## src/rtl/team_06_period_meter.sv

```systemverilog
// team_06_period_meter: measures the period of a slow asynchronous signal
// in clk cycles. sig_in is synchronised, rising edges are detected and the
// clk cycles between consecutive edges are reported on period with a
// valid/ack handshake, a sticky overrun flag and a sticky timeout flag.
//
// Optional feature: define TEAM_06_PERIOD_METER_AVG_EN to report the mean of
// the previous and current raw periods instead of the raw period.
//
// state   | meaning
// --------+-----------------------------------------------
// IDLE    | waiting for the first rising edge
// MEASURE | counting clk cycles since the last rising edge

module team_06_period_meter #(
   parameter int CNT_W   = 25,
   parameter int TIMEOUT = 25_000_000
) (
   input  logic             clk,
   input  logic             rst,
   input  logic             sig_in,
   input  logic             clear,
   input  logic             ack,
   output logic [CNT_W-1:0] period,
   output logic             period_valid,
   output logic             overrun,
   output logic             timeout
);

   typedef enum logic {IDLE, MEASURE} state_t;

   localparam logic [CNT_W-1:0] TIMEOUT_M1 = CNT_W'(TIMEOUT - 1);

   state_t           state, state_nxt;
   logic [CNT_W-1:0] count;
   logic [CNT_W-1:0] raw;
   logic [CNT_W-1:0] period_nxt;
   logic             sync1, sync2, sync3;
   logic             edge_det;
   logic             latch;
   logic             tmo_hit;

   assign edge_det = sync2 & ~sync3;
   assign raw      = count + CNT_W'(1);

   // Synchroniser and edge flop; soft clear leaves them running.
   always_ff @(posedge clk) begin
      if (!rst) begin
         sync1 <= 1'b0;
         sync2 <= 1'b0;
         sync3 <= 1'b0;
      end else begin
         sync1 <= sig_in;
         sync2 <= sync1;
         sync3 <= sync2;
      end
   end

   // State register.
   always_ff @(posedge clk) begin
      if (!rst)
         state <= IDLE;
      else if (clear)
         state <= IDLE;
      else
         state <= state_nxt;
   end

   // Next state, period latch strobe and timeout strobe.
   always_comb begin
      state_nxt = state;
      latch     = 1'b0;
      tmo_hit   = 1'b0;
      case (state)
         IDLE: begin
            if (edge_det)
               state_nxt = MEASURE;
         end
         MEASURE: begin
            if (edge_det) begin
               latch = 1'b1;
            end else if (count == TIMEOUT_M1) begin
               tmo_hit   = 1'b1;
               state_nxt = IDLE;
            end
         end
         default: state_nxt = IDLE;
      endcase
   end

`ifdef TEAM_06_PERIOD_METER_AVG_EN
   logic [CNT_W-1:0] prev_raw;
   logic             have_prev;
   logic [CNT_W:0]   sum;

   assign sum        = {1'b0, prev_raw} + {1'b0, raw};
   assign period_nxt = have_prev ? sum[CNT_W:1] : raw;

   // Averaging history; forgotten whenever the measurement chain restarts.
   always_ff @(posedge clk) begin
      if (!rst || clear || tmo_hit) begin
         prev_raw  <= '0;
         have_prev <= 1'b0;
      end else if (latch) begin
         prev_raw  <= raw;
         have_prev <= 1'b1;
      end
   end
`else
   assign period_nxt = raw;
`endif

   // Period counter; the timeout compare keeps it from ever wrapping.
   always_ff @(posedge clk) begin
      if (!rst)
         count <= '0;
      else if (clear)
         count <= '0;
      else if (state == MEASURE && !latch && !tmo_hit)
         count <= count + CNT_W'(1);
      else
         count <= '0;
   end

   // Result register and handshake / sticky status flags.
   always_ff @(posedge clk) begin
      if (!rst || clear) begin
         period       <= '0;
         period_valid <= 1'b0;
         overrun      <= 1'b0;
         timeout      <= 1'b0;
      end else begin
         if (latch) begin
            period       <= period_nxt;
            period_valid <= 1'b1;
            timeout      <= 1'b0;
            if (period_valid && !ack)
               overrun <= 1'b1;
         end else begin
            if (period_valid && ack)
               period_valid <= 1'b0;
            if (tmo_hit)
               timeout <= 1'b1;
         end
      end
   end

endmodule

```

## config.mk

```make
export PLATFORM = sky130hd
export DESIGN_NAME = team_06_period_meter
export DESIGN_NICKNAME = d
export VERILOG_FILES = /design/src/rtl/team_06_period_meter.sv
export SDC_FILE = /design/constraint.sdc
export NUM_CORES = 1
export LEC_CHECK = 0
export CORE_MARGIN = 4
export CORE_UTILIZATION = 48
export CTS_CLUSTER_DIAMETER = 120
export DETAILED_ROUTE_END_ITERATION = 7
export GPL_TIMING_DRIVEN = 0
export PLACE_DENSITY = 0.74
export SYNTH_ARGS = -nofsm -noshare
export SYNTH_HDL_FRONTEND = slang
export SYNTH_SLANG_ARGS = --single-unit
```

## constraint.sdc

```tcl
create_clock -name clk -period 2.1 [get_ports clk]
set_clock_uncertainty 0.2 [all_clocks]
set_input_delay 0.315 -clock clk [delete_from_list [all_inputs] [get_ports clk]]
set_output_delay 0.315 -clock clk [all_outputs]
set_load 0.01 [all_outputs]
```

==> run metrics <==
nets roughly 330; Worst setup EP type flip-flop; met2 Usage GRT 0.3268; initial antenna violation count 0; EDFF count, synth 0; syn_area_per_cell just under 9 µm²; Max IR drop VDD 0.4348 mV; Syn Nets ~280; Post-DP HPWL approximately 3.9 mm; setup tns final 0 ps; die height roughly 79 µm; WL/cell between 10 and 15 µm; Routed Antenna Nets 0; path type of the worst min-delay path flip-flop to flip-flop; layout overhead on the synthesized area 30.73%; Vias/cell roughly 5.7; multi-input logic area ~1200 µm²; critical-path cell list nor4bb_1 > nand4_1 > nor3_4 > clkbuf_4 > nor3_1; gr usage total 0.2009; Yosys top cell area share 0.4743; H-Tree Depth 3; Die X about 79 µm; count leader, synth dfxtp_1; cells after synthesis 270; total CTS buffers 9; Setup-failing EPs final 0; status finished clean; dpl cell area between 2000 and 3000 µm²; largest cells by area after synthesis dfxtp_1 (47%), nand2_1 (5.5%), o21ai_0 (4.8%); CP Buf/Inv Count 1; power per cell area slightly below 700 nW/µm²; vias in the first global route 2120; Yosys reg bits 57; TritonCTS clock tree yes; CTS Sinks between 50 and 60; ys flop type dfxtp_1; maxcap violations 0; first-pass GRT wire length approximately 10 mm; final period utilization 0.9682; final WL a little under 6 mm; met3 Resource Use GR 0.04195; Worst path slowest cell dfxtp_1; Cell variety after synth 38; CP Data Required Time 2120 ps; register area between 1000 and 1500 µm²; port bufs 32; largest net degree at the start of global routing 11; Clock Tree Buf Depth 2; CP Class flip-flop to flip-flop; Hold Slack 239.8 ps; total power about 2.1 mW; Std-Cell Core Area between 4000 and 5000 µm²; root buf cell clkbuf_8; # IOs 33; clock network latency to the later pin of the worst-skew pair roughly 330 ps; fin area between 3000 and 4000 µm²; Slew headroom 0.6642; async set-reset flop share out of synthesis 0; Yosys Warn Count 0; f_max 0.4919 GHz; crit-path leading delay family simple AND/OR/NAND/NOR gates; Post-Route Utilization 0.6573; Iter 0 DRT Violations about 160; crit-path max FO 10; final slew viol count 0; Layout fillers between 300 and 400; Tmin final approximately 2000 ps; Hold Buf Count CTS 0; post-synthesis sequential area ratio 0.4743; busiest grt layer met2; Worst Setup Start Kind flip-flop; post-synth top area cell dfxtp_1; starting density of the core 0.5027; gpl congestion approximately 0.87; clock transition at the registers of the reported paths around 70 ps; die area 6209 µm²; ratio of cells with drive above 1 in the final layout 0.1692; Pleak 1.031 nW; gr ovfl total 0; Crit path arrival time ~2100 ps; Final Hold Fails 0; drt drc 0; # rows 25; Commonest cells post-synth dfxtp_1 (57), nand2_1 (35), o21ai_0 (23); Worst path max stage delay 440 ps; mapped cell area approximately 2400 µm²; Pre-Repair DR Iteration Count 4; via count 2232; Global Route met1 Usage 0.2571; Worst Tran Pin Value between 500 and 600 ps; ant diodes 0
## layer usage
metal | vias up | share of wire
li1 | 1095 | -
met5 | - | 0
met2 | 72 | 0.47
met1 | 1051 | 0.46
met3 | 14 | 0.053
met4 | 0 | 0.019
## cell families after synthesis
| logic type | count (synthesis) | synth area share |
|---|---|---|
| AND/OR/NAND/NOR | 130 | 0.2975 |
| adder cells (fa/ha/maj) | 1 | 0.005199 |
| flip-flops | 57 | 0.4743 |
| buffers and inverters | 16 | 0.03120 |
| AO/OA/AOI/OAI | 52 | 0.1409 |
| XOR/XNOR | 14 | 0.05096 |
## cell usage in the layout (no fill, tap or decap), types with 3 or more instances in the layout
| cell type | instances |
|---|---|
| o211ai_1 | 7 |
| clkbuf_2 | 4 |
| nor3_1 | 19 |
| nand4_1 | 6 |
| and2_1 | 5 |
| a211oi_1 | 7 |
| or3_1 | 10 |
| xor2_1 | 7 |
| dfxtp_2 | 7 |
| dfxtp_1 | 49 |
| nand2_1 | 34 |
| clkbuf_8 | 11 |
| nand3_1 | 19 |
| xnor2_1 | 7 |
| o21ai_0 | 23 |
| nor2_1 | 4 |
| or4_1 | 8 |
| a22o_1 | 3 |
| clkbuf_1 | 4 |
| buf_4 | 12 |
| o31ai_1 | 3 |
| nand2b_1 | 4 |
| clkdlybuf4s50_1 | 32 |
## repair_timing
action | 4_1_cts | 5_1_grt
buffers inserted | 2 | 6
pin swaps | 3 | 2
setup endpoints to repair | 30 | 31
gates resized for setup | 12 | 29
## power by group
group          internal (mW)  total (mW)  switching, mW
sequential              1.08        1.08        0.00209
combinational         0.0163      0.0358         0.0195
clock                  0.602        1.02          0.413
total                   1.70        2.14          0.435
## through the flow
| stage | instances | setup WS (ps) |
|---|---|---|
| 2_1_floorplan | 270 | 134.8 |
| 3_3_place_gp | 369 | -416.8 |
| 3_5_place_dp | 369 | -481.2 |
| 4_1_cts | 386 | 1.628 |
| 5_1_grt | 392 | -9.004 |
| 6_report | 392 | 66.87 |
## worst reg2reg max path, stage by stage (launching register included)
cell	delay, ps
dfxtp_1	440
nor4bb_1	330
nand4_1	210
nor3_4	380
clkbuf_4	290
nor3_1	60
## state kept, by name (all words and copies together) (netlist names)
register and count:
sync1 1, state 1, overrun 1, count 25, period_valid 1, sync3 1
timeout 1, sync2 1, period 25
## final cells by class
cell class,instances,area share
Timing Repair Buffer,40,0.1209
Clock inverter,3,0.01273
Buffer,16,0.02983
Multi-Input combinational cell,197,0.3938
Tap cell,67,0.02665
Sequential cell,57,0.3667
Clock buffer,12,0.04932
## path summary, 6_finish.rpt
kind	endpoint	slack [ps]	start	cells after the start
hold / removal	sync2	240	sync1	1
hold reg to reg	sync2	240	sync1	1
setup / recovery	count[11]	70	count[19]	5
setup reg to reg	count[11]	70	count[19]	5
Note: power is estimated with default switching activity, not from simulation.
